[src/rtl/fp_int_pkg.sv]
// Shared definitions for the FP-INT MAC datapath: FP16 field widths, the
// multiplier FSM encoding and the product-width rule used by the accumulator.
package fp_int_pkg;

  localparam int FP16_EXP_WIDTH = 5;
  localparam int FP16_MAN_WIDTH = 10;
  localparam logic [FP16_EXP_WIDTH-1:0] FP16_EXP_ONES = '1;

  typedef enum logic [1:0] {
    IDLE = 2'd0,
    RUN  = 2'd1,
    DONE = 2'd2
  } state_t;

  // Significand (MAN+1 bits) times |weight| (up to 2^(W-1)) fits in MAN+W bits.
  function automatic int prod_width(input int man_width, input int w_width);
    return man_width + w_width;
  endfunction

endpackage

[src/rtl/serial_shift_add.sv]
// Horner shift-add register: each enabled cycle doubles the accumulator and
// adds the significand when the current weight bit (MSB first) is set.
module serial_shift_add
  import fp_int_pkg::*;
#(
  parameter int PROD_WIDTH = 14,
  parameter int SIG_WIDTH  = 11
) (
  input  logic                  clk,
  input  logic                  rst,
  input  logic                  clr,
  input  logic                  en,
  input  logic                  bit_in,
  input  logic [SIG_WIDTH-1:0]  sig,
  output logic [PROD_WIDTH-1:0] acc
);

  always_ff @(posedge clk or negedge rst) begin
    if (!rst) begin
      acc <= '0;
    end else if (clr) begin
      acc <= '0;
    end else if (en) begin
      acc <= {acc[PROD_WIDTH-2:0], 1'b0} + (bit_in ? PROD_WIDTH'(sig) : '0);
    end
  end

endmodule

[src/rtl/fp_int_mul_serial.sv]
// Bit-serial FP16 x signed-INTn multiplier: captures operands, runs W_WIDTH
// Horner steps and presents sign, effective exponent and unnormalised magnitude.
module fp_int_mul_serial
  import fp_int_pkg::*;
#(
  parameter int  W_WIDTH    = 4,
  parameter int  EXP_WIDTH  = FP16_EXP_WIDTH,
  parameter int  MAN_WIDTH  = FP16_MAN_WIDTH,
  localparam int PROD_WIDTH = prod_width(MAN_WIDTH, W_WIDTH)
) (
  input  logic                           clk,
  input  logic                           rst,
  input  logic                           in_valid,
  output logic                           in_ready,
  input  logic [1+EXP_WIDTH+MAN_WIDTH-1:0] activation,
  input  logic [W_WIDTH-1:0]             weight,
  output logic                           out_valid,
  input  logic                           out_ready,
  output logic                           sign_out,
  output logic [EXP_WIDTH-1:0]           exp_out,
  output logic [PROD_WIDTH-1:0]          mag_out,
  output logic                           zero_out,
  output logic                           special_out
);

  localparam int ACT_WIDTH = 1 + EXP_WIDTH + MAN_WIDTH;
  localparam int CNT_WIDTH = $clog2(W_WIDTH);
  localparam logic [CNT_WIDTH-1:0] CNT_LAST = CNT_WIDTH'(W_WIDTH - 1);
  localparam logic [EXP_WIDTH-1:0] EXP_ONES = '1;

  state_t                 state_reg;
  logic                   in_ready_reg;
  logic                   out_valid_reg;
  logic [CNT_WIDTH-1:0]   cnt_reg;
  logic [MAN_WIDTH:0]     sig_reg;
  logic [W_WIDTH-1:0]     wmag_reg;
  logic                   s_reg;
  logic [EXP_WIDTH-1:0]   e_reg;
  logic                   z_reg;
  logic                   sp_reg;
  logic [PROD_WIDTH-1:0]  acc;

  logic                   act_sign;
  logic [EXP_WIDTH-1:0]   act_exp;
  logic [MAN_WIDTH-1:0]   act_man;
  logic                   exp_zero;
  logic [W_WIDTH-1:0]     wmag_next;
  logic                   accept;

  assign act_sign = activation[ACT_WIDTH-1];
  assign act_exp  = activation[MAN_WIDTH +: EXP_WIDTH];
  assign act_man  = activation[MAN_WIDTH-1:0];
  assign exp_zero = (act_exp == '0);
  // Two's-complement negate; the most negative weight maps to 2^(W-1) unsigned.
  assign wmag_next = weight[W_WIDTH-1] ? (~weight + W_WIDTH'(1)) : weight;
  assign accept    = in_valid && in_ready_reg;

  always_ff @(posedge clk or negedge rst) begin
    if (!rst) begin
      state_reg     <= IDLE;
      in_ready_reg  <= 1'b1;
      out_valid_reg <= 1'b0;
      cnt_reg       <= '0;
      sig_reg       <= '0;
      wmag_reg      <= '0;
      s_reg         <= 1'b0;
      e_reg         <= '0;
      z_reg         <= 1'b0;
      sp_reg        <= 1'b0;
    end else begin
      case (state_reg)
        IDLE: begin
          if (accept) begin
            sig_reg      <= {~exp_zero, act_man};
            wmag_reg     <= wmag_next;
            s_reg        <= act_sign ^ weight[W_WIDTH-1];
            e_reg        <= exp_zero ? EXP_WIDTH'(1) : act_exp;
            z_reg        <= (weight == '0) || (exp_zero && (act_man == '0));
            sp_reg       <= (act_exp == EXP_ONES);
            cnt_reg      <= CNT_LAST;
            in_ready_reg <= 1'b0;
            state_reg    <= RUN;
          end
        end
        RUN: begin
          if (cnt_reg == '0) begin
            out_valid_reg <= 1'b1;
            state_reg     <= DONE;
          end else begin
            cnt_reg <= cnt_reg - CNT_WIDTH'(1);
          end
        end
        DONE: begin
          if (out_ready) begin
            out_valid_reg <= 1'b0;
            in_ready_reg  <= 1'b1;
            state_reg     <= IDLE;
          end
        end
        default: begin
          out_valid_reg <= 1'b0;
          in_ready_reg  <= 1'b1;
          state_reg     <= IDLE;
        end
      endcase
    end
  end

  serial_shift_add #(
    .PROD_WIDTH (PROD_WIDTH),
    .SIG_WIDTH  (MAN_WIDTH + 1)
  ) u_shift_add (
    .clk    (clk),
    .rst    (rst),
    .clr    (accept),
    .en     (state_reg == RUN),
    .bit_in (wmag_reg[cnt_reg]),
    .sig    (sig_reg),
    .acc    (acc)
  );

  assign in_ready  = in_ready_reg;
  assign out_valid = out_valid_reg;

  // Inf/NaN wins over zero: the mantissa is passed through so the consumer can tell them apart.
  always_comb begin
    sign_out    = 1'b0;
    exp_out     = '0;
    mag_out     = '0;
    zero_out    = 1'b0;
    special_out = 1'b0;
    if (out_valid_reg) begin
      if (sp_reg) begin
        sign_out    = s_reg;
        exp_out     = EXP_ONES;
        mag_out     = PROD_WIDTH'(sig_reg[MAN_WIDTH-1:0]);
        special_out = 1'b1;
      end else if (z_reg) begin
        exp_out  = e_reg;
        zero_out = 1'b1;
      end else begin
        sign_out = s_reg;
        exp_out  = e_reg;
        mag_out  = acc;
      end
    end
  end

endmodule

[config.mk]
export PLATFORM = sky130hd
export DESIGN_NAME = fp_int_mul_serial
export DESIGN_NICKNAME = d
export VERILOG_FILES = /design/src/rtl/fp_int_pkg.sv /design/src/rtl/serial_shift_add.sv /design/src/rtl/fp_int_mul_serial.sv
export SDC_FILE = /design/constraint.sdc
export NUM_CORES = 1
export LEC_CHECK = 0
export ABC_AREA = 1
export CAP_MARGIN = 20
export CORE_MARGIN = 2
export CORE_UTILIZATION = 50
export CTS_BUF_LIST = sky130_fd_sc_hd__clkbuf_8
export DETAILED_ROUTE_END_ITERATION = 8
export PLACE_DENSITY = 0.82
export SYNTH_ARGS = -nofsm -noshare
export SYNTH_HDL_FRONTEND = slang
export SYNTH_SLANG_ARGS = --single-unit
[constraint.sdc]
create_clock -name clk -period 2.3 [get_ports clk]
set_clock_uncertainty 0.2 [all_clocks]
set_input_delay 0.345 -clock clk [delete_from_list [all_inputs] [get_ports clk]]
set_output_delay 0.345 -clock clk [all_outputs]
set_load 0.01 [all_outputs]
Word level (Yosys, flattened, before mapping)
Cells that the tools add are included.
- bitwise gates (word level): 5
- order comparisons: 1
- reduce and logical (&&, ||, !) cells: 15
- mux-type cells: 33
- add/sub/neg operators: 3
- shift operators: 0
- multipliers: 0
- divide/modulo/power cells: 0
- equality and inequality tests: 7
- operators with widths (cell ; number):
    $mux 14 ; 5
    $mux 5 ; 3
    $add 14x14->14 ; 1
    $mux 1 ; 13
    $reduce_and 3->1 ; 4
    $mux 11 ; 1
    $logic_not 10->1 ; 1
    $mux 2 ; 5
    $ne 2x2->1 const B ; 4
    $pmux 1 s3 ; 2
    $pmux 2 s3 ; 1
    $eq 5x5->1 const B ; 1
    $logic_not 5->1 ; 1
    $add 4x1->4 const B ; 1
    $logic_not 2->1 ; 2
    $logic_not 4->1 ; 1
    $mux 4 ; 1
    $not 4->4 ; 1
    $pmux 2 s2 ; 1
    $reduce_bool 2->1 ; 2
    $lt 2x3->1 const B ; 1
    $not 1->1 ; 3
    $bmux 1 s2 ; 1
    $eq 2x1->1 const B ; 1
    6 further kinds ; 7
- bits in read-only memories: 0
- register bits: 43
- memories kept: 0
- RAM bits: 0
- bits of input ports: 24
- bits in latches: 0

Depth between registers and ports, before layout
- depth in word-level cells: 6
- gate-level depth with buffers: 16

By module
From an unflattened synthesis, not the netlist that was laid out.
- cells, all modules: 422
- area total of the unflattened synthesis: 2861.5 um2
- by module, submodules not included (module ; cells each ; area an instance (um2) ; instances):
    fp_int_mul_serial ; 213 ; 1585.3 ; 1
    serial_shift_add ; 209 ; 1276.2 ; 1

Worst setup path before layout
No wires, ideal clock.
- path type: register to register
- start: register cnt_reg[0]
- end: register u_shift_add.acc[9]
- cell stages (with the launch flop): 17
- required time: 1.983 ns
- path buffers: 0
- path slack: 0.003 ns
- setup time: 0.117 ns
- data arrival time: 1.979 ns
- period minus slack after synthesis: 2.297 ns
- cells stage by stage: dfrtp_1 -> inv_1 -> nand2_1 -> nand3_1 -> nand2_2 -> nor2_1 -> ha_1 -> inv_1 -> fa_1 -> inv_1 -> nand3_1 -> nand3_1 -> nand2_1 -> nand3_1 -> nand2_1 -> nand3_1 -> nand2_1
- cells in the longest elaborated chain, start to end: 6
- ends and longest elaborated chain (element ; RTL line ; source):
    from (decl) ; fp_int_mul_serial.sv:34 ; logic [CNT_WIDTH-1:0] cnt_reg;
    from (signal assigned) ; fp_int_mul_serial.sv:90 ; cnt_reg <= cnt_reg - CNT_WIDTH'(1);
    $bmux 1 s2 ; fp_int_mul_serial.sv:117 ; .bit_in (wmag_reg[cnt_reg]),
    $mux 1 (not written as such) ; fp_int_mul_serial.sv:117 ;
    $mux 11 ; serial_shift_add.sv:24 ; acc <= {acc[PROD_WIDTH-2:0], 1'b0} + (bit_in ? PROD_WIDTH'(sig) : '0);
    $add 14x14->14 ; serial_shift_add.sv:24 ;
    $mux 14 ; serial_shift_add.sv:23 ; end else if (en) begin
    $mux 14 ; serial_shift_add.sv:21 ; end else if (clr) begin
    to (signal assigned) ; serial_shift_add.sv:24 ;
    to (decl) ; serial_shift_add.sv:15 ; output logic [PROD_WIDTH-1:0] acc
Every way passes these cells. The select of a mux whose other input is x is not followed.
A chain may end at the register's enable or synchronous reset.

Final worst setup path
Ends and elaborated chain as after synthesis.

==> key figures <==
STA
  • Crit path time final: 2.35 ns
  • Pins Over Slew Limit: 0
  • # setup viols final: 4
  • Slew @ Worst Pin: 0.555 ns
  • Worst slew margin: 63.0%
  • PnR worst setup slack: -0.0527 ns
  • Hold WS: 0.278 ns
  • RSZ-0062 raised after global routing: yes
  • F_max: 425 MHz
  • Final period utilization: 102%
  • Fin Setup TNS: -0.121 ns
  • Final hold vios: 0

Hold path
  • Min-delay src: e_reg[2]$_DFFE_PN0P_
  • Hold Path End: e_reg[2]$_DFFE_PN0P_
  • Hold crit path type: reg2reg
  • Worst Hold Depth: 2

Logic synthesis
  • Commonest cells in the netlist: nand2_1 (117), inv_1 (62), dfrtp_1 (42)
  • Ys flop type: dfrtp_1
  • Post-synthesis sequential area ratio: 38.2%
  • Synth Register Bits: 43
  • Post-synth EDFFs: 0
  • Synth Cell Area: 0.00282 mm²
  • Ys async rst share: 100%
  • Yosys warns: 0
  • Post-synthesis area per instance: 7.29 µm²
  • Post-synthesis net count: 424
  • Top cell type's share of synthesized area: 37.3%
  • Unique masters post-synth: 39
  • Cells after Synth: 387
  • Area contributors post-synth: dfrtp_1 (37%), nand2_1 (16%), inv_1 (8.3%), ha_1 (5.3%), nor2_1 (4.9%)
  • Most frequent cell after synthesis: nand2_1
  • Synth area leader: dfrtp_1

Global routing
  • Grt ovf: 0
  • Vias in the first global route: 2759
  • Global-route wire length before repair: 12000 µm
  • Initial antenna violation count: 0
  • Largest net degree at the start of global routing: 44
  • GRT Total Usage: 24.7%

Floorplanning
  • DIE WIDTH: 79.1 µm
  • Die area: 0.00626 mm²
  • Starting Density: 51.5%
  • Die H: 79.1 µm
  • Core footprint: 0.00547 mm²
  • Number of I/O pins: 48
  • Floorplan row count: 27

Setup path
  • Critical Path Start Type: register
  • R2R depth: 16
  • Critical Path RT: 2.31 ns
  • CP delay by family, top: simple AND/OR/NAND/NOR gates
  • Delay of the slowest critical-path stage: 0.41 ns
  • R2R Setup Slk: -0.05 ns
  • R2r startpoint: cnt_reg[0]$_DFFE_PN0P_
  • Worst-path maximum fanout: 5
  • Arr. time, crit path: 2.36 ns
  • Bufs and invs on worst path: 3
  • Crit Path Class: reg2reg
  • Critical path's slowest cell: dfrtp_1
  • Cell depth of the worst setup path: 16
  • Cell chain of the critical path: inv_2 > nand2_2 > nand3_2 > nand2_2 > nor2_2 > ha_2 > inv_2 > fa_2 > inv_2 > nand3_2 > nand3_4 > nand2_1 > nand3_1 > nand2_1 > nand3_1 > nand2_1
  • End of the worst register-to-register path: u_shift_add.acc[9]$_DFFE_PN0P_
  • Crit path capture type: register

Clocking
  • CTS HTree Levels: 2
  • Clk buf depth: 2
  • TritonCTS Buffers: 5
  • TritonCTS clock tree: built
  • CTS clock-pin slew for the worst setup and hold paths: 0.09 ns
  • CTS Root Cell: clkbuf_8
  • Clock sink count: 43
  • Clk_lat worst skew: 0.30 ns

Run
  • Total of max-cap violations: 0

Status
  • Failing checks: negative setup slack
  • Status: complete, but fails checks

Power
  • Max VDD drop: 786 µV
  • LEAKAGE: 2.01 nW
  • Total power: 4.22 mW
  • Power per standard cell area: 1100 mW/mm²

Detailed routing
  • Pre-antenna DRT Iters: 5
  • Mean routed wirelength per cell: 14.4 µm
  • Post-route ant nets: 0
  • Vias: 2839
  • Drt via density: 5.35
  • Drc violations: 0
  • Initial DRC count: 162
  • Total wire length: 7630 µm

Layout
  • Fillers: 437
  • Fraction of layout cells with a size suffix above 1: 21.6%
  • Final Non-Filler Cells: 531
  • Fin nets: 495
  • Layout Utilization: 69.9%
  • Largest register FFs: 14
  • Ant diodes: 0
  • Post-route cell area: 0.00383 mm²
  • Area Overhead vs Synth: 35.7%

Placement
  • Area after DPL: 0.00340 mm²
  • Port Buf Inserts: 47
  • Placed insts: 511
  • Placer Congestion: 0.919
  • Hpwl dp: 5330 µm
  • Pre-CTS WS: -0.144 ns
[cell families after synthesis]
kind of cell / after synthesis / share of synthesized area (%)
compound gates: 52 / 12.2
xor+xnor: 3 / 0.932
fa+ha+maj: 13 / 6.03
buf+inv: 75 / 11.4
flops: 43 / 38.2
simple gates: 201 / 31.2
[layout make-up]
class,count,area (µm²),share of cell area (%)
tap,72,90.1,2.35
inverter,68,258,6.74
sequential,43,1080,28.2
clock inverter,3,43.8,1.14
multi-input combinational,269,1640,42.8
clock buffer,5,68.8,1.80
timing repair buffer,71,649,17.0
[placed cells by master (no fill, tap or decap), types with 3 or more instances in the layout]
cell type / n
nand2_1: 105
inv_1: 59
dfrtp_1: 41
clkdlybuf4s50_1: 32
nor2_1: 29
buf_4: 22
nand3_1: 17
nand2_2: 12
o21ai_0: 12
dlygate4sd2_1: 10
o21ai_1: 9
inv_2: 8
nor2_2: 8
nand4_1: 7
o22ai_1: 6
ha_1: 6
nand3_2: 5
nand2_4: 5
a21oi_1: 5
ha_4: 5
clkbuf_8: 5
dlymetal6s2s_1: 4
xor2_1: 3
a31oi_1: 3
nor3_1: 3
[worst register-to-register path: stages (launching register included)]
cell	delay [ns]
dfrtp_1	0.41
inv_2	0.09
nand2_2	0.05
nand3_2	0.07
nand2_2	0.07
nor2_2	0.11
ha_2	0.20
inv_2	0.05
fa_2	0.39
inv_2	0.08
nand3_2	0.09
nand3_4	0.11
nand2_1	0.08
nand3_1	0.07
nand2_1	0.05
nand3_1	0.07
nand2_1	0.05
[repair_timing]
action                     CTS  global route
hold buffers                 1             0
hold endpoints to repair    42             0
setup endpoints to repair   24            14
pin swaps                    3            12
resized for setup           27            45
buffers inserted             4             7
[how the worst max path moves through the flow]
stage                     slack, ns                         endpoint                    from
after floorplan               0.003   u_shift_add.acc[9]$_DFFE_PN0P_  cnt_reg[0]$_DFFE_PN0P_
after global placement         0.02   u_shift_add.acc[7]$_DFFE_PN0P_  cnt_reg[0]$_DFFE_PN0P_
after detailed placement      -0.14   u_shift_add.acc[9]$_DFFE_PN0P_  cnt_reg[0]$_DFFE_PN0P_
after CTS                     0.008   u_shift_add.acc[8]$_DFFE_PN0P_  cnt_reg[0]$_DFFE_PN0P_
after global routing          -0.19  u_shift_add.acc[13]$_DFFE_PN0P_  cnt_reg[1]$_DFFE_PN0P_
final                         -0.05   u_shift_add.acc[9]$_DFFE_PN0P_  cnt_reg[0]$_DFFE_PN0P_
[power breakdown]
group          internal (mW)  switching (mW)
Combinational          0.959            1.37
Sequential              1.07           0.200
Clock                  0.324           0.290
[routing by layer]
| layer | global-route usage (%) | vias up | share of wire [%] |
|---|---|---|---|
| li1 | - | 1372 | - |
| met1 | 30.0 | 1353 | 41 |
| met2 | 42.9 | 91 | 51 |
| met3 | 4.89 | 23 | 4.6 |
| met4 | 10.3 | 0 | 3.1 |
| met5 | 0 | - | 0 |
Note: power is estimated with default switching activity, not from simulation.
